<file path="config.mk">
export PLATFORM = sky130hd
export DESIGN_NAME = altr_hps_muxn_sw
export DESIGN_NICKNAME = d
export VERILOG_FILES = /design/src/rtl/altr_hps_mux_pkg.sv /design/src/rtl/altr_hps_muxn.sv /design/src/rtl/altr_hps_muxn_sw.sv
export SDC_FILE = /design/constraint.sdc
export NUM_CORES = 1
export LEC_CHECK = 0
export ABC_AREA = 1
export BUFFER_PORTS_ARGS = -buffer_cell sky130_fd_sc_hd__buf_2
export CAP_MARGIN = 20
export CORE_ASPECT_RATIO = 0.7
export CORE_UTILIZATION = 40
export DETAILED_ROUTE_END_ITERATION = 10
export GPL_ROUTABILITY_DRIVEN = 1
export HOLD_SLACK_MARGIN = 0.03
export SETUP_SLACK_MARGIN = 0.05
export SYNTH_ARGS = -nofsm -noshare
export SYNTH_HDL_FRONTEND = slang
export SYNTH_SLANG_ARGS = --single-unit
</file>
<file path="constraint.sdc">
create_clock -name clk -period 1.69 [get_ports clk]
set_input_delay 0.338 -clock clk [delete_from_list [all_inputs] [get_ports clk]]
set_output_delay 0.338 -clock clk [all_outputs]
set_load 0.01 [all_outputs]
</file>
<file path="src/rtl/altr_hps_mux_pkg.sv">
// Shared types and helpers for the glitch-free switched N:1 mux.
// Holds the controller state encoding and the select-width derivation.
package altr_hps_mux_pkg;

    typedef enum logic {
        ACTIVE = 1'b0,
        BLANK  = 1'b1
    } mux_state_e;

    // Wide enough for the largest blanking count (255).
    localparam int CNT_W = 8;

    // Select width for n inputs, never less than one bit.
    function automatic int sel_width(input int n);
        for (int w = 1; w < 32; w++) begin
            if ((1 << w) >= n) begin
                return w;
            end
        end
        return 32;
    endfunction

endpackage

</file>
<file path="src/rtl/altr_hps_muxn.sv">
// Purely combinational NUM_IN:1 mux of WIDTH-bit lanes.
// Input k occupies data_in[k*WIDTH +: WIDTH]; out-of-range selects give zero.
module altr_hps_muxn
    import altr_hps_mux_pkg::*;
#(
    parameter int NUM_IN = 4,
    parameter int WIDTH  = 1,
    parameter int SEL_W  = sel_width(NUM_IN)
) (
    input  logic [NUM_IN*WIDTH-1:0] data_in,
    input  logic [SEL_W-1:0]        sel,
    output logic [WIDTH-1:0]        data_out
);

    always_comb begin
        data_out = '0;
        for (int k = 0; k < NUM_IN; k++) begin
            if (sel == SEL_W'(k)) begin
                data_out = data_in[k*WIDTH +: WIDTH];
            end
        end
    end

endmodule

</file>
<file path="src/rtl/altr_hps_muxn_sw.sv">
// Registered N:1 mux whose select changes only through a blanking window,
// so mux_out never carries a mix of old and new inputs.
//
//   state  | meaning
//   ACTIVE | mux_out tracks mux_in[mux_sel_cur]; select requests accepted
//   BLANK  | mux_out held at IDLE_VAL while the settle counter runs down
module altr_hps_muxn_sw
    import altr_hps_mux_pkg::*;
#(
    parameter int               NUM_IN     = 4,
    parameter int               WIDTH      = 1,
    parameter int               SETTLE_CYC = 2,
    parameter logic [WIDTH-1:0] IDLE_VAL   = '0,
    parameter int               RST_SEL    = 0,
    localparam int              SEL_W      = sel_width(NUM_IN)
) (
    input  logic                    clk,
    input  logic                    rst_n,
    input  logic [NUM_IN*WIDTH-1:0] mux_in,
    input  logic                    sel_req,
    input  logic [SEL_W-1:0]        sel_new,
    output logic                    sel_ack,
    output logic                    sel_err,
    output logic [SEL_W-1:0]        mux_sel_cur,
    output logic                    switching,
    output logic [WIDTH-1:0]        mux_out
);

    mux_state_e       state_q, state_d;
    logic [CNT_W-1:0] cnt_q, cnt_d;
    logic [SEL_W-1:0] sel_cur_q, sel_cur_d;
    logic [SEL_W-1:0] pend_q, pend_d;
    logic [WIDTH-1:0] out_q, out_d;
    logic             ack_q, ack_d;
    logic             err_q, err_d;
    logic             sw_q, sw_d;
    logic [WIDTH-1:0] mux_val;
    logic             req_ok;
    logic             sel_illegal;

    altr_hps_muxn #(
        .NUM_IN (NUM_IN),
        .WIDTH  (WIDTH),
        .SEL_W  (SEL_W)
    ) u_muxn (
        .data_in  (mux_in),
        .sel      (sel_cur_q),
        .data_out (mux_val)
    );

    // A held request is not re-accepted in the cycle its response is visible.
    assign req_ok      = sel_req && !ack_q && !err_q;
    assign sel_illegal = {1'b0, sel_new} >= (SEL_W+1)'(NUM_IN);

    always_comb begin
        state_d   = state_q;
        cnt_d     = cnt_q;
        sel_cur_d = sel_cur_q;
        pend_d    = pend_q;
        out_d     = mux_val;
        ack_d     = 1'b0;
        err_d     = 1'b0;
        sw_d      = 1'b0;
        case (state_q)
            ACTIVE: begin
                if (req_ok) begin
                    if (sel_illegal) begin
                        err_d = 1'b1;
                    end else if (sel_new == sel_cur_q) begin
                        ack_d = 1'b1;
                    end else begin
                        // Blank from the accepting edge to give SETTLE_CYC+1 idle cycles.
                        pend_d  = sel_new;
                        cnt_d   = CNT_W'(SETTLE_CYC);
                        state_d = BLANK;
                        out_d   = IDLE_VAL;
                        sw_d    = 1'b1;
                    end
                end
            end
            BLANK: begin
                out_d = IDLE_VAL;
                sw_d  = 1'b1;
                if (cnt_q == CNT_W'(1)) begin
                    state_d   = ACTIVE;
                    sel_cur_d = pend_q;
                    cnt_d     = '0;
                    ack_d     = 1'b1;
                end else begin
                    cnt_d = cnt_q - CNT_W'(1);
                end
            end
            default: begin
                state_d = ACTIVE;
            end
        endcase
    end

    always_ff @(posedge clk or negedge rst_n) begin
        if (!rst_n) begin
            state_q   <= ACTIVE;
            cnt_q     <= '0;
            sel_cur_q <= SEL_W'(RST_SEL);
            pend_q    <= SEL_W'(RST_SEL);
            out_q     <= IDLE_VAL;
            ack_q     <= 1'b0;
            err_q     <= 1'b0;
            sw_q      <= 1'b0;
        end else begin
            state_q   <= state_d;
            cnt_q     <= cnt_d;
            sel_cur_q <= sel_cur_d;
            pend_q    <= pend_d;
            out_q     <= out_d;
            ack_q     <= ack_d;
            err_q     <= err_d;
            sw_q      <= sw_d;
        end
    end

    assign sel_ack     = ack_q;
    assign sel_err     = err_q;
    assign mux_sel_cur = sel_cur_q;
    assign switching   = sw_q;
    assign mux_out     = out_q;

endmodule
</file>
# After elaboration in Yosys (flattened, before gate mapping)

Cells that the tools add are included.

Register bits: 16
Input bits: 9
Output and inout bits: 6
Word-level logic and storage cells: 43

Add/sub/neg operators: 1
Equal/unequal tests: 7
Multiplexer cells: 20
Bitwise operators: 2
Reduce and logical (&&, ||, !) cells: 6

Operators with widths:

| cell                  | number |
|---|---|
| $mux W8               | 3 |
| $pmux W8 S2           | 1 |
| $mux W1               | 12 |
| $eq A8 B1 Y1 const B  | 1 |
| $pmux W1 S2           | 4 |
| $sub A8 B1 Y8 const B | 1 |
| $eq A2 B2 Y1 const B  | 2 |
| $ne A2 B2 Y1 const B  | 2 |
| $reduce_and A2 Y1     | 2 |
| $reduce_and A3 Y1     | 1 |
| $eq A2 B1 Y1 const B  | 1 |
| $eq A2 B2 Y1          | 1 |
| $logic_not A2 Y1      | 1 |
| $not A1 Y1            | 2 |
| $logic_and A1 B1 Y1   | 1 |
| $logic_not A1 Y1      | 1 |

# Longest topological paths before layout

Gate-level depths: netlist (run 1).

Depth in word-level cells: 8
Gate-level depth with buffers: 7
Gate-level depth less buffers: 7

# Hierarchy

A second synthesis (run 1) with hierarchy kept.

Cell total of the unflattened synthesis: 121
Area total of the unflattened synthesis: 924.6 µm²

By module, submodules not included:

| module           | times used | cells each | area each (µm²) | sequential area each (µm²) |
|---|---|---|---|---|
| altr_hps_muxn_sw | 1          | 108        | 873.3           | 400.4 |
| altr_hps_muxn    | 1          | 13         | 51.3            | 0.0 |

# Least setup slack after synthesis (run 1)

Ideal clock, no wire load.

Kind: register -> register
Start point: register cnt_q[0]
End point: register cnt_q[2]
Library setup time: 0.117 ns
Arrival: 1.026 ns
Required time: 1.573 ns
Path slack: 0.547 ns
Stages on the path, launching flop included: 6
Path buffers: 0
Clock period less this slack: 1.143 ns
Cells stage by stage: dfrtp_1 > inv_1 > ha_1 > or2_2 > nand3_1 > nand2_1

Longest elaborated chain between the ends: 3
Elaborated cells on any way between the ends: 4
Classes of those cells: add/sub: 1; eq/ne: 1; mux: 2

Ends and longest elaborated chain:

| what                                          | line                                           | text |
|---|---|---|
| from (decl)                                   | altr_hps_muxn_sw.sv:30                         | `logic [CNT_W-1:0] cnt_q, cnt_d;` |
| from (signal assigned)                        | altr_hps_muxn_sw.sv:111                        | `cnt_q <= cnt_d;` |
| $sub A8 B1 Y8 or $eq A8 B1 Y1 (tied branches) | altr_hps_muxn_sw.sv:90, altr_hps_muxn_sw.sv:84 |  |
| $mux W8 (*)                                   | altr_hps_muxn_sw.sv:84                         | `if (cnt_q == CNT_W'(1)) begin` |
| $pmux W8 S2 (*)                               | altr_hps_muxn_sw.sv:64                         | `case (state_q)` |

Mark *: on every way between the ends. The rest lies on a longest branch, timed or not.
A chain may end at the register's enable or synchronous reset.

# Worst setup path in the final report (run 1)

Start point: register sel_cur_q[1], in the netlist mux_sel_cur[1]
End point: output port mux_sel_cur[1]

RTL lines:

| what                   | line                    | text |
|---|---|---|
| from (decl)            | altr_hps_muxn_sw.sv:31  | `logic [SEL_W-1:0] sel_cur_q, sel_cur_d;` |
| from (signal assigned) | altr_hps_muxn_sw.sv:103 | `sel_cur_q <= SEL_W'(RST_SEL);` |
| from (signal assigned) | altr_hps_muxn_sw.sv:112 | `sel_cur_q <= sel_cur_d;` |
| to (decl)              | altr_hps_muxn_sw.sv:24  | `output logic [SEL_W-1:0] mux_sel_cur,` |

No word-level cell between the ends.

==> flow_summary.html, run 1 <==
<table>
<tr><th>Metric</th><th>Value</th></tr>
<tr><th colspan="2">Floorplanning</th></tr>
<tr><td>I/O pin count</td><td>15</td></tr>
<tr><td>Area of the core</td><td>2170 um2</td></tr>
<tr><td>Row cnt</td><td>14</td></tr>
<tr><td>Height of the die</td><td>42.3 um</td></tr>
<tr><td>DIE WIDTH</td><td>between 50 and 60 um</td></tr>
<tr><td>Effective utilization at floorplan</td><td>0.428</td></tr>
<tr><td>Die area</td><td>2520 um2</td></tr>
<tr><th colspan="2">Clock network</th></tr>
<tr><td>Clock slew seen by the registers of the worst setup and hold paths</td><td>80 ps</td></tr>
<tr><td>Bufs on Longest Clock Path</td><td>2</td></tr>
<tr><td>Clk sinks</td><td>16</td></tr>
<tr><td>Clock latency at the later pin of the worst-skew pair</td><td>280 ps</td></tr>
<tr><td>Clock buffer count from CTS</td><td>3</td></tr>
<tr><td>CTS tree</td><td>done</td></tr>
<tr><td>CTS root buffer</td><td>clkbuf_4</td></tr>
<tr><td>Number of H-tree levels</td><td>1</td></tr>
<tr><th colspan="2">Critical path</th></tr>
<tr><td>Worst Path Max Fanout</td><td>5</td></tr>
<tr><td>Cells along the critical path</td><td>buf_2</td></tr>
<tr><td>Reg-to-reg critical path startpoint</td><td>state_q</td></tr>
<tr><td>CP Data Arrival Time</td><td>920 ps</td></tr>
<tr><td>Endpoint of the worst register-to-register path</td><td>cnt_q[1]</td></tr>
<tr><td>Kind of cell adding the most delay to the critical path</td><td>flip-flops</td></tr>
<tr><td>Critical path endpoint category</td><td>output pin</td></tr>
<tr><td>Cells on worst reg2reg path</td><td>4</td></tr>
<tr><td>Startpoint types</td><td>flip-flop</td></tr>
<tr><td>Critical-path top delay cell</td><td>dfrtp_1</td></tr>
<tr><td>Flop2flop setup slack</td><td>440 ps</td></tr>
<tr><td>Total buffers and inverters traversed by the critical path</td><td>1</td></tr>
<tr><td>Kind of critical path</td><td>reg -&gt; out</td></tr>
<tr><td>Required time of the worst setup path</td><td>1350 ps</td></tr>
<tr><td>Delay of the slowest cell on the worst path</td><td>460 ps</td></tr>
<tr><th colspan="2">STA</th></tr>
<tr><td>Worst clock skew on the final layout</td><td>1.20 ps</td></tr>
<tr><td>Final-layout worst hold slack</td><td>approximately 340 ps</td></tr>
<tr><td>Number of failing hold endpoints at the final stage</td><td>0</td></tr>
<tr><td>Final Slew Violations</td><td>0</td></tr>
<tr><td>Clock period minus final worst setup slack</td><td>1260 ps</td></tr>
<tr><td>Final period util</td><td>0.743</td></tr>
<tr><td>Highest Clock Rate</td><td>0.796 GHz</td></tr>
<tr><td>Number of setup violations in the final report</td><td>0</td></tr>
<tr><td>Setup tns final</td><td>0 ps</td></tr>
<tr><td>Unrepaired setup endpoints after global routing</td><td>false</td></tr>
<tr><th colspan="2">Synthesis</th></tr>
<tr><td>Synthesized instance count</td><td>118</td></tr>
<tr><td>Yosys warning total</td><td>0</td></tr>
<tr><td>Portion of the post-synthesis area used by sequential elements</td><td>0.431</td></tr>
<tr><td>Number of nets in the synthesized netlist</td><td>129</td></tr>
<tr><td>Cell Area, Synth</td><td>930 um2</td></tr>
<tr><td>Mean Syn Cell Area</td><td>7.88 um2</td></tr>
<tr><td>Count of state elements after synthesis</td><td>16</td></tr>
<tr><td>Number of distinct library cells after synthesis</td><td>23</td></tr>
<tr><th colspan="2">Global routing</th></tr>
<tr><td>Maximum number of pins on one net before global-route repair</td><td>17</td></tr>
<tr><td>Via count of the first global-routing pass</td><td>approximately 700</td></tr>
<tr><td>First-pass GRT wire length</td><td>3.08 mm</td></tr>
<tr><td>Initial antenna violation count</td><td>0</td></tr>
<tr><td>Grt total ovfl</td><td>0</td></tr>
<tr><td>Overall Global Routing Usage</td><td>0.169</td></tr>
<tr><th colspan="2">Layout</th></tr>
<tr><td>Proportion of layout cells with a drive suffix above 1</td><td>0.248</td></tr>
<tr><td>Fin nets</td><td>about 150</td></tr>
<tr><td>Post-route non-filler standard cell count</td><td>165</td></tr>
<tr><td>Final Cell Area</td><td>1050 um2</td></tr>
<tr><td>Fillers</td><td>228</td></tr>
<tr><td>Sequential Area</td><td>between 400 and 500 um2</td></tr>
<tr><td>Multi-input combinational cell area</td><td>between 400 and 500 um2</td></tr>
<tr><td>Area delta synth-&gt;final</td><td>13.5%</td></tr>
<tr><td>Antenna cells</td><td>0</td></tr>
<tr><th colspan="2">Power</th></tr>
<tr><td>Power after layout</td><td>627 uW</td></tr>
<tr><td>VDD IR-drop max</td><td>between 0.3 and 0.4 mV</td></tr>
<tr><td>Proportion of total power due to net switching</td><td>0.227</td></tr>
<tr><td>Power Internal</td><td>approximately 480 uW</td></tr>
<tr><td>Power share of the combinational group</td><td>0.072</td></tr>
<tr><td>Sequential share of power</td><td>0.616</td></tr>
<tr><td>Clock power frac</td><td>0.312</td></tr>
<tr><td>Switching pwr</td><td>142 uW</td></tr>
<tr><td>PD cells</td><td>about 600 nW/um2</td></tr>
<tr><td>P_leak</td><td>0.538 nW</td></tr>
<tr><th colspan="2">Detailed routing</th></tr>
<tr><td>Post-detailed-route wirelength per cell</td><td>approximately 11 um</td></tr>
<tr><td>Antenna violation net count after detailed routing</td><td>0</td></tr>
<tr><td>DRT iter0 DRCs</td><td>17</td></tr>
<tr><td>Aggregate routed wire length</td><td>1.73 mm</td></tr>
<tr><td>Overall via count from detail_route</td><td>759</td></tr>
<tr><td>Drt drc</td><td>0</td></tr>
<tr><td>Number of iterations in the first detailed-routing pass</td><td>4</td></tr>
<tr><td>Vias per inst</td><td>4.60</td></tr>
<tr><th colspan="2">Placement</th></tr>
<tr><td>Final estimated routing congestion in global placement</td><td>just under 0.8</td></tr>
<tr><td>Number of cells after detailed placement</td><td>161</td></tr>
<tr><td>Area after DPL</td><td>1020 um2</td></tr>
<tr><td>Count of input and output buffers</td><td>13</td></tr>
<tr><td>Half-perimeter wire length of the detailed placement result</td><td>1.33 mm</td></tr>
<tr><th colspan="2">Worst hold path</th></tr>
<tr><td>Hold Crit Endpoint</td><td>pend_q[0]</td></tr>
<tr><td>Hold Crit Depth</td><td>3</td></tr>
<tr><td>Classification of the worst-slack hold path</td><td>in -&gt; reg</td></tr>
<tr><td>Origin of the worst min-delay path</td><td>sel_new[0]</td></tr>
<tr><th colspan="2">Job</th></tr>
<tr><td>Number of violations of the max-capacitance limit</td><td>0</td></tr>
<tr><th colspan="2">Outcome</th></tr>
<tr><td>Outcome</td><td>completed</td></tr>
</table>
## cell usage after synthesis
master | count | area [um2]
o21ai_2 | 2 | 17.5
nand4_1 | 1 | 6.26
xnor2_2 | 1 | 16.3
nand2_2 | 5 | 31.3
buf_2 | 1 | 5.00
buf_4 | 1 | 7.51
dfrtp_1 | 16 | 400
or2_2 | 1 | 6.26
o21ai_0 | 1 | 5.00
nand2_4 | 2 | 22.5
nand2_1 | 33 | 124
a21oi_1 | 1 | 5.00
ha_1 | 2 | 25.0
nand3_1 | 20 | 100
o21bai_1 | 2 | 15.0
xnor2_1 | 1 | 8.76
nor2_2 | 2 | 12.5
inv_1 | 11 | 41.3
inv_2 | 1 | 3.75
conb_1 | 1 | 3.75
nor2_4 | 3 | 33.8
nor2_1 | 9 | 33.8
o21ai_1 | 1 | 5.00
## cells by family (layout without fill, tap and decap cells)
logic type | count (synthesis) | after routing | share of synthesized area
xor+xnor | 2 | 2 | 0.0269
simple gates | 76 | 76 | 0.398
fa+ha+maj | 2 | 2 | 0.0269
other cells | 1 | 1 | 0.00403
buf+inv | 14 | 29 | 0.0619
flops | 16 | 16 | 0.431
compound gates | 7 | 7 | 0.0511
## layer usage
layer | routed length [um] | track usage | share of wire | vias to the layer above
met5 | 0 | 0 | 0 | -
met4 | 23 | 0.0558 | 0.013 | 0
met3 | 106 | 0.0648 | 0.061 | 4
met2 | 699 | 0.234 | 0.40 | 16
met1 | 905 | 0.242 | 0.52 | 335
li1 | - | - | - | 404
## power groups by stage
stage / Clock (mW) / Sequential [mW] / Combinational [mW]
finish: 0.196 / 0.386 / 0.0448
global route: 0.224 / 0.387 / 0.0518
CTS: 0.207 / 0.386 / 0.0460
detailed placement: 0 / 0.394 / 0.0442
global placement: 0 / 0.394 / 0.0431
floorplan: 0 / 0.394 / 0.0240
## layout make-up
cell class              count  share of cell area
multi-input cells          88               0.447
flip-flops and latches     16               0.380
repair buffers             14              0.0712
inverters                  12              0.0427
well taps                  32              0.0380
clock buffers               3              0.0214
## metrics by stage
step / util / setup slack (ps)
finish: 0.486 / 434
floorplan: - / 547
global route: 0.486 / 341
detailed placement: 0.471 / 451
CTS: 0.486 / 421
global placement: 0.471 / 465
## state kept, by name, indices dropped and copies added, names as in the netlist
name / flops
mux_out: 1
state_q: 1
mux_sel_cur: 2
pend_q: 2
cnt_q: 8
sel_ack: 1
switching: 1
## cell usage in the layout (no fill, tap or decap), types with 3 or more instances in the layout
master and instances:
buf_2 13, clkbuf_4 3, dfrtp_1 16, inv_1 11, nand2_1 33, nand2_2 5
nand3_1 20, nor2_1 9, nor2_4 3
## worst max path at each step
stage              startpoint              to  cells after the start
2_1_floorplan        cnt_q[0]        cnt_q[2]                      5
3_3_place_gp          state_q        cnt_q[1]                      4
3_5_place_dp          state_q        cnt_q[1]                      4
4_1_cts        mux_sel_cur[1]  mux_sel_cur[1]                      1
5_1_grt              cnt_q[1]        cnt_q[2]                      7
6_report       mux_sel_cur[1]  mux_sel_cur[1]                      1
## repair_timing
action | 4_1_cts | 5_1_grt
buffers inserted | 0 | 0
gates resized for setup | 0 | 0
setup endpoints to repair | 0 | 0
endpoints found under the hold margin | 16 | 0
hold buffers | 1 | 0
No activity file was read; power rests on OpenSTA's default activity.
==> run 2, diff against run 1 <==
- clock period: 1.69 -> 1.1 ns (I/O delays scaled with it)
==> flow_summary.html, run 2 (synthesis results as in run 1) <==
<table>
<tr><th>Metric</th><th>Value</th></tr>
<tr><th colspan="2">Critical path</th></tr>
<tr><td>Worst Path Max Fanout</td><td>2 (was 5)</td></tr>
<tr><td>Cell seen most often among critical-path stages</td><td>buf_6</td></tr>
<tr><td>CP Data Arrival Time</td><td>1000 ps (was 920 ps)</td></tr>
<tr><td>Critical-path top delay cell</td><td>dfrtp_2 (was dfrtp_1)</td></tr>
<tr><td>Required time of the worst setup path</td><td>880 ps (was 1350 ps)</td></tr>
<tr><td>Cells on worst reg2reg path</td><td>8 (was 4)</td></tr>
<tr><td>Kind of critical path</td><td>reg -&gt; out (unchanged)</td></tr>
<tr><td>Critical path endpoint category</td><td>output pin (unchanged)</td></tr>
<tr><td>Cells along the critical path</td><td>buf_6 -&gt; buf_6 (was buf_2)</td></tr>
<tr><td>Startpoint types</td><td>flip-flop (unchanged)</td></tr>
<tr><td>Delay of the slowest cell on the worst path</td><td>460 ps (about the same)</td></tr>
<tr><th colspan="2">Job</th></tr>
<tr><td>Number of violations of the max-capacitance limit</td><td>0 (unchanged)</td></tr>
<tr><th colspan="2">Power</th></tr>
<tr><td>PD cells</td><td>727 nW/um2 (was 594 nW/um2)</td></tr>
<tr><td>Power after layout</td><td>1.02 mW (was 627 uW)</td></tr>
<tr><td>VDD IR-drop max</td><td>0.743 mV (was 0.363 mV)</td></tr>
<tr><td>P_leak</td><td>0.693 nW (was 0.538 nW)</td></tr>
<tr><th colspan="2">Detailed routing</th></tr>
<tr><td>Drt drc</td><td>0 (unchanged)</td></tr>
<tr><td>Aggregate routed wire length</td><td>2.50 mm (was 1.73 mm)</td></tr>
<tr><td>DRT iter0 DRCs</td><td>23 (was 17)</td></tr>
<tr><td>Overall via count from detail_route</td><td>918 (was 759)</td></tr>
<tr><td>Number of iterations in the first detailed-routing pass</td><td>4 (unchanged)</td></tr>
<tr><td>Post-detailed-route wirelength per cell</td><td>13.4 um (was 10.5 um)</td></tr>
<tr><td>Vias per inst</td><td>4.91 (was 4.60)</td></tr>
<tr><td>Antenna violation net count after detailed routing</td><td>0 (unchanged)</td></tr>
<tr><th colspan="2">STA</th></tr>
<tr><td>Unrepaired setup endpoints after global routing</td><td>true (was false)</td></tr>
<tr><td>Post-route setup slack</td><td>-118 ps (was 434 ps)</td></tr>
<tr><td>Number of failing hold endpoints at the final stage</td><td>0 (unchanged)</td></tr>
<tr><td>Final Slew Violations</td><td>0 (unchanged)</td></tr>
<tr><td>Clock period minus final worst setup slack</td><td>1220 ps</td></tr>
<tr><td>Final period util</td><td>1.11</td></tr>
<tr><td>Final-layout worst hold slack</td><td>214 ps (was 335 ps)</td></tr>
<tr><td>Number of setup violations in the final report</td><td>17 (was 0)</td></tr>
<tr><td>Highest Clock Rate</td><td>0.821 GHz</td></tr>
<tr><td>Worst clock skew on the final layout</td><td>7.34 ps (was 1.20 ps)</td></tr>
<tr><th colspan="2">Worst hold path</th></tr>
<tr><td>Classification of the worst-slack hold path</td><td>in -&gt; reg (unchanged)</td></tr>
<tr><td>Hold Crit Depth</td><td>3 (unchanged)</td></tr>
<tr><th colspan="2">Layout</th></tr>
<tr><td>Register bank with the most flops</td><td>cnt_q (unchanged)</td></tr>
<tr><td>Post-route non-filler standard cell count</td><td>187 (was 165)</td></tr>
<tr><td>Fin nets</td><td>168 (was 146)</td></tr>
<tr><td>Commonest non-fill, non-tap cell in the layout</td><td>nand2_1 (unchanged)</td></tr>
<tr><td>Area delta synth-&gt;final</td><td>50.6% (was 13.5%)</td></tr>
<tr><td>Most used cells in the layout excluding fill and tap cells</td><td>27 x nand2_1, 18 x buf_4, 15 x nand3_1 (was 33 x nand2_1, 20 x nand3_1, 16 x dfrtp_1)</td></tr>
<tr><td>Antenna cells</td><td>0 (unchanged)</td></tr>
<tr><td>Number of flip-flops in the largest register</td><td>8 (unchanged)</td></tr>
<tr><td>Proportion of layout cells with a drive suffix above 1</td><td>0.497 (was 0.248)</td></tr>
<tr><th colspan="2">Floorplanning</th></tr>
<tr><td>Effective utilization at floorplan</td><td>0.428 (unchanged)</td></tr>
<tr><td>Die area</td><td>2520 um2 (unchanged)</td></tr>
<tr><td>Row cnt</td><td>14 (unchanged)</td></tr>
<tr><td>I/O pin count</td><td>15 (unchanged)</td></tr>
<tr><td>Area of the core</td><td>2170 um2 (unchanged)</td></tr>
<tr><td>Height of the die</td><td>42.3 um (unchanged)</td></tr>
<tr><td>DIE WIDTH</td><td>59.6 um (unchanged)</td></tr>
<tr><th colspan="2">Clock network</th></tr>
<tr><td>Clk sinks</td><td>16 (unchanged)</td></tr>
<tr><td>CTS tree</td><td>done (unchanged)</td></tr>
<tr><td>Clock buffer count from CTS</td><td>3 (unchanged)</td></tr>
<tr><td>Bufs on Longest Clock Path</td><td>2 (unchanged)</td></tr>
<tr><td>Clock slew seen by the registers of the worst setup and hold paths</td><td>100 ps (was 80 ps)</td></tr>
<tr><td>Clock latency at the later pin of the worst-skew pair</td><td>290 ps (was 280 ps)</td></tr>
<tr><td>Number of H-tree levels</td><td>1 (unchanged)</td></tr>
<tr><td>CTS root buffer</td><td>clkbuf_4 (unchanged)</td></tr>
<tr><th colspan="2">Placement</th></tr>
<tr><td>Count of input and output buffers</td><td>13 (unchanged)</td></tr>
<tr><td>Half-perimeter wire length of the detailed placement result</td><td>1.55 mm (was 1.33 mm)</td></tr>
<tr><td>Number of cells after detailed placement</td><td>176 (was 161)</td></tr>
<tr><td>Final estimated routing congestion in global placement</td><td>0.795 (was 0.769)</td></tr>
<tr><th colspan="2">Global routing</th></tr>
<tr><td>First-pass GRT wire length</td><td>4.01 mm (was 3.08 mm)</td></tr>
<tr><td>Initial antenna violation count</td><td>0 (unchanged)</td></tr>
<tr><td>Maximum number of pins on one net before global-route repair</td><td>17 (unchanged)</td></tr>
<tr><td>Via count of the first global-routing pass</td><td>855 (was 704)</td></tr>
<tr><td>Grt total ovfl</td><td>0 (unchanged)</td></tr>
<tr><td>Overall Global Routing Usage</td><td>0.224 (was 0.169)</td></tr>
<tr><th colspan="2">Outcome</th></tr>
<tr><td>Failing checks</td><td>negative setup slack</td></tr>
<tr><td>Outcome</td><td>complete, but fails checks (was completed)</td></tr>
</table>
[run 2: cell type report]
cell class	instances	area, um2
tap	32	40.0
fill	192	772
multi-input combinational	89	631
sequential	16	403
timing repair buffer	35	256
inverter	12	47.5
clock buffer	3	22.5
[run 2: repair_timing]
item / in CTS / in global routing
buffers inserted: 5 / 1
pin swaps: 12 / 20
hold buffers: 1 / 0
resized for setup: 21 / 16
endpoints found under the hold margin: 16 / 0
cloned: 1 / 0
setup endpoints to repair: 18 / 19
[run 2: power by group]
| part | internal, mW | leakage [nW] | switching (mW) | total (mW) |
|---|---|---|---|---|
| Clock | 0.127 | 0.0138 | 0.190 | 0.318 |
| Sequential | 0.591 | 0.189 | 0.00368 | 0.595 |
| Combinational | 0.0394 | 0.490 | 0.0651 | 0.104 |
[run 2: final timing paths]
path	from	end	slack (ps)
setup / recovery	mux_sel_cur[1]	mux_sel_cur[1]	-120
hold / removal	sel_new[1]	pend_q[1]	210
setup reg to reg	mux_sel_cur[0]	cnt_q[2]	-100
hold reg to reg	pend_q[1]	pend_q[1]	520
max in group asynchronous	rst_n	cnt_q[0]	430
min in group asynchronous	rst_n	mux_sel_cur[0]	370
[run 2: metal layers]
metal,vias to the layer above,track usage,routed length (um)
li1,450,-,-
met1,442,0.325,1180
met2,22,0.333,1170
met3,4,0.0710,113
met4,0,0.0326,30
met5,-,0,0
[run 2: per-stage QoR]
step | setup TNS [ps] | util | cell area, um2 | setup WS (ps)
detailed placement | -916 | 0.526 | 1140 | -116
global route | -2290 | 0.645 | 1400 | -165
floorplan | 0 | - | 937 | 10.2
finish | -1270 | 0.645 | 1400 | -118
global placement | -461 | 0.526 | 1140 | -81.1
CTS | -1270 | 0.608 | 1320 | -92.5
[run 2: critical path: cells and delay by family (launching register included)]
family	cells	cell delay, ps
flops	1	460
buf+inv	2	250
==> run 3, diff against run 2 <==
- CORE_MARGIN: unset -> 10
- CORE_UTILIZATION: 40 -> 30
==> flow_summary.html, run 3 (synthesis results as in run 1) <==
<table>
<tr><th>Metric</th><th>Value</th></tr>
<tr><th colspan="2">Outcome</th></tr>
<tr><td>Outcome</td><td>complete, but fails checks (unchanged)</td></tr>
<tr><td>Failing checks</td><td>negative setup slack (unchanged)</td></tr>
<tr><th colspan="2">Detailed routing</th></tr>
<tr><td>Aggregate routed wire length</td><td>2.64 mm (was 2.50 mm)</td></tr>
<tr><td>DRT iter0 DRCs</td><td>83 (was 23)</td></tr>
<tr><td>Drt drc</td><td>0 (unchanged)</td></tr>
<tr><td>Antenna violation net count after detailed routing</td><td>0 (unchanged)</td></tr>
<tr><td>Post-detailed-route wirelength per cell</td><td>13.8 um (was 13.4 um)</td></tr>
<tr><td>Overall via count from detail_route</td><td>899 (was 918)</td></tr>
<tr><td>Number of iterations in the first detailed-routing pass</td><td>4 (unchanged)</td></tr>
<tr><td>Vias per inst</td><td>4.71 (was 4.91)</td></tr>
<tr><th colspan="2">Placement</th></tr>
<tr><td>Count of input and output buffers</td><td>13 (unchanged)</td></tr>
<tr><td>Number of cells after detailed placement</td><td>178 (was 176)</td></tr>
<tr><td>Half-perimeter wire length of the detailed placement result</td><td>1.68 mm (was 1.55 mm)</td></tr>
<tr><td>Final estimated routing congestion in global placement</td><td>0.792 (was 0.795)</td></tr>
<tr><th colspan="2">Global routing</th></tr>
<tr><td>First-pass GRT wire length</td><td>4.37 mm (was 4.01 mm)</td></tr>
<tr><td>Via count of the first global-routing pass</td><td>911 (was 855)</td></tr>
<tr><td>Grt total ovfl</td><td>0 (unchanged)</td></tr>
<tr><td>Met1 track utilization from global routing</td><td>0.114 (was 0.325)</td></tr>
<tr><td>Overall Global Routing Usage</td><td>0.0946 (was 0.224)</td></tr>
<tr><td>Fraction of met2 tracks used by global routing</td><td>0.160 (was 0.333)</td></tr>
<tr><td>Met3 GRT Util</td><td>0.0279 (was 0.0710)</td></tr>
<tr><td>Initial antenna violation count</td><td>0 (unchanged)</td></tr>
<tr><td>Maximum number of pins on one net before global-route repair</td><td>17 (unchanged)</td></tr>
<tr><td>Busiest layer in global routing</td><td>met2 (unchanged)</td></tr>
<tr><th colspan="2">Layout</th></tr>
<tr><td>Antenna cells</td><td>0 (unchanged)</td></tr>
<tr><td>Fillers</td><td>287 (was 192)</td></tr>
<tr><td>Register bank with the most flops</td><td>cnt_q (unchanged)</td></tr>
<tr><td>Fin nets</td><td>167 (was 168)</td></tr>
<tr><td>Proportion of layout cells with a drive suffix above 1</td><td>0.503 (was 0.497)</td></tr>
<tr><td>Multi-input combinational cell area</td><td>581 um2 (was 631 um2)</td></tr>
<tr><td>Commonest non-fill, non-tap cell in the layout</td><td>nand2_1 (unchanged)</td></tr>
<tr><td>Number of flip-flops in the largest register</td><td>8 (unchanged)</td></tr>
<tr><td>Most used cells in the layout excluding fill and tap cells</td><td>26 x nand2_1, 19 x buf_4, 15 x dfrtp_1 (was 27 x nand2_1, 18 x buf_4, 15 x nand3_1)</td></tr>
<tr><td>Post-route non-filler standard cell count</td><td>191 (was 187)</td></tr>
<tr><td>Sequential Area</td><td>402 um2 (was 403 um2)</td></tr>
<tr><td>Area delta synth-&gt;final</td><td>47.2% (was 50.6%)</td></tr>
<tr><th colspan="2">Clock network</th></tr>
<tr><td>Clock latency at the later pin of the worst-skew pair</td><td>250 ps (was 290 ps)</td></tr>
<tr><td>Clk sinks</td><td>16 (unchanged)</td></tr>
<tr><td>Clock slew seen by the registers of the worst setup and hold paths</td><td>70 ps (was 100 ps)</td></tr>
<tr><td>CTS root buffer</td><td>clkbuf_8 (was clkbuf_4)</td></tr>
<tr><td>Number of H-tree levels</td><td>1 (unchanged)</td></tr>
<tr><td>Bufs on Longest Clock Path</td><td>2 (unchanged)</td></tr>
<tr><td>CTS tree</td><td>done (unchanged)</td></tr>
<tr><td>Clock buffer count from CTS</td><td>3 (unchanged)</td></tr>
<tr><th colspan="2">STA</th></tr>
<tr><td>Setup tns final</td><td>-972 ps (was -1270 ps)</td></tr>
<tr><td>Final period util</td><td>1.10 (was 1.11)</td></tr>
<tr><td>Post-route setup slack</td><td>-110 ps (was -118 ps)</td></tr>
<tr><td>Worst clock skew on the final layout</td><td>3.90 ps (was 7.34 ps)</td></tr>
<tr><td>Clock period minus final worst setup slack</td><td>1210 ps (was 1220 ps)</td></tr>
<tr><td>Final Slew Violations</td><td>0 (unchanged)</td></tr>
<tr><td>Unrepaired setup endpoints after global routing</td><td>true (unchanged)</td></tr>
<tr><td>Highest Clock Rate</td><td>0.826 GHz (was 0.821 GHz)</td></tr>
<tr><td>Number of failing hold endpoints at the final stage</td><td>0 (unchanged)</td></tr>
<tr><td>Number of setup violations in the final report</td><td>12 (was 17)</td></tr>
<tr><th colspan="2">Worst hold path</th></tr>
<tr><td>Classification of the worst-slack hold path</td><td>in -&gt; reg (unchanged)</td></tr>
<tr><th colspan="2">Critical path</th></tr>
<tr><td>Crit path to</td><td>cnt_q[6] (was mux_sel_cur[1])</td></tr>
<tr><td>Worst setup path startpoint</td><td>cnt_q[0] (was mux_sel_cur[1])</td></tr>
<tr><td>Endpoint of the worst register-to-register path</td><td>cnt_q[6] (was cnt_q[2])</td></tr>
<tr><td>Required time of the worst setup path</td><td>1290 ps (was 880 ps)</td></tr>
<tr><td>Reg-to-reg critical path startpoint</td><td>cnt_q[0] (was mux_sel_cur[0])</td></tr>
<tr><td>Kind of critical path</td><td>reg -&gt; reg (was reg -&gt; out)</td></tr>
<tr><td>Worst Path Max Fanout</td><td>7 (was 2)</td></tr>
<tr><td>Flop2flop setup slack</td><td>-110 ps (was -100 ps)</td></tr>
<tr><td>Startpoint types</td><td>flip-flop (unchanged)</td></tr>
<tr><td>Critical path endpoint category</td><td>flip-flop (was output pin)</td></tr>
<tr><td>CP Data Arrival Time</td><td>1410 ps (was 1000 ps)</td></tr>
<tr><td>Cells on worst reg2reg path</td><td>6 (was 8)</td></tr>
<tr><th colspan="2">Floorplanning</th></tr>
<tr><td>Row cnt</td><td>16 (was 14)</td></tr>
<tr><td>Die area</td><td>5760 um2 (was 2520 um2)</td></tr>
<tr><td>I/O pin count</td><td>15 (unchanged)</td></tr>
<tr><td>DIE WIDTH</td><td>86.5 um (was 59.6 um)</td></tr>
<tr><td>Effective utilization at floorplan</td><td>0.322 (was 0.428)</td></tr>
<tr><td>Area of the core</td><td>2880 um2 (was 2170 um2)</td></tr>
<tr><td>Height of the die</td><td>66.6 um (was 42.3 um)</td></tr>
<tr><th colspan="2">Power</th></tr>
<tr><td>PD cells</td><td>892 nW/um2 (was 727 nW/um2)</td></tr>
<tr><td>VDD IR-drop max</td><td>0.691 mV (was 0.743 mV)</td></tr>
<tr><td>P_leak</td><td>0.703 nW (was 0.693 nW)</td></tr>
<tr><th colspan="2">Job</th></tr>
<tr><td>Number of violations of the max-capacitance limit</td><td>0 (unchanged)</td></tr>
</table>
==> run 3: cell count changes in the layout (fill, tap and decap cells not counted), moves of 2 or more <==
| cell | change |
|---|---|
| buf_6 | -2 |
| clkbuf_4 | -3 |
| clkbuf_8 | +4 |
| nand2_2 | +3 |
| nand2_8 | -3 |
==> run 3: how the worst min path moves through the flow <==
stage | from | to | slack (ps) | depth (start not counted)
detailed placement | rst_n | pend_q[0] | 160 | 1
global placement | rst_n | mux_out | 160 | 1
floorplan | rst_n | cnt_q[0] | -80 | 0
CTS | sel_new[1] | pend_q[1] | 250 | 3
finish | sel_new[1] | pend_q[1] | 250 | 3
global route | sel_new[1] | pend_q[1] | 280 | 3
==> run 3: metrics by stage <==
step           cell area [um2]   util  power (mW)  worst slack [ps]  hold slack (ps)
2_1_floorplan              937      -       0.643              10.2            -75.6
3_3_place_gp              1130  0.393       0.676             -74.6              159
3_5_place_dp              1130  0.393       0.676              -120              158
4_1_cts                   1320  0.457        1.22              -110              253
5_1_grt                   1370  0.475        1.27              -164              277
6_report                  1370  0.475        1.22              -110              252
==> run 3: where the power goes <==
part | internal, mW | switching [mW] | leakage, nW
Combinational | 0.0336 | 0.0575 | 0.484
Sequential | 0.592 | 0.00297 | 0.190
Clock | 0.318 | 0.217 | 0.0288
Total | 0.944 | 0.278 | 0.703
==> run 3: final cells by class <==
cell class	count	share of cell area
multi-input combinational	89	0.424
sequential	16	0.293
tap	36	0.0329
inverter	12	0.0329
clock buffer	4	0.0402
timing repair buffer	34	0.176
==> run 3: critical path, cell delays in order (launching register included) <==
cell and delay (ps):
dfrtp_1 430, ha_4 190, nand2_4 70, nor2_4 50, nor2_4 240, nand3_2 100
nand2_1 80
==> run 3: repair_timing <==
| item | CTS | global route |
|---|---|---|
| hold buffers | 1 | 0 |
| buffers inserted | 4 | 3 |
| pin swaps | 13 | 10 |
| cloned | 1 | 0 |
| resized for setup | 18 | 10 |
| endpoints found under the setup margin | 17 | 19 |
| endpoints found under the hold margin | 16 | 0 |
==> run 3: metal layers <==
metal | routed length (um) | part of all wire
met2 | 1290 | 0.49
met5 | 0 | 0
met4 | 25 | 0.0095
met3 | 165 | 0.062
met1 | 1160 | 0.44
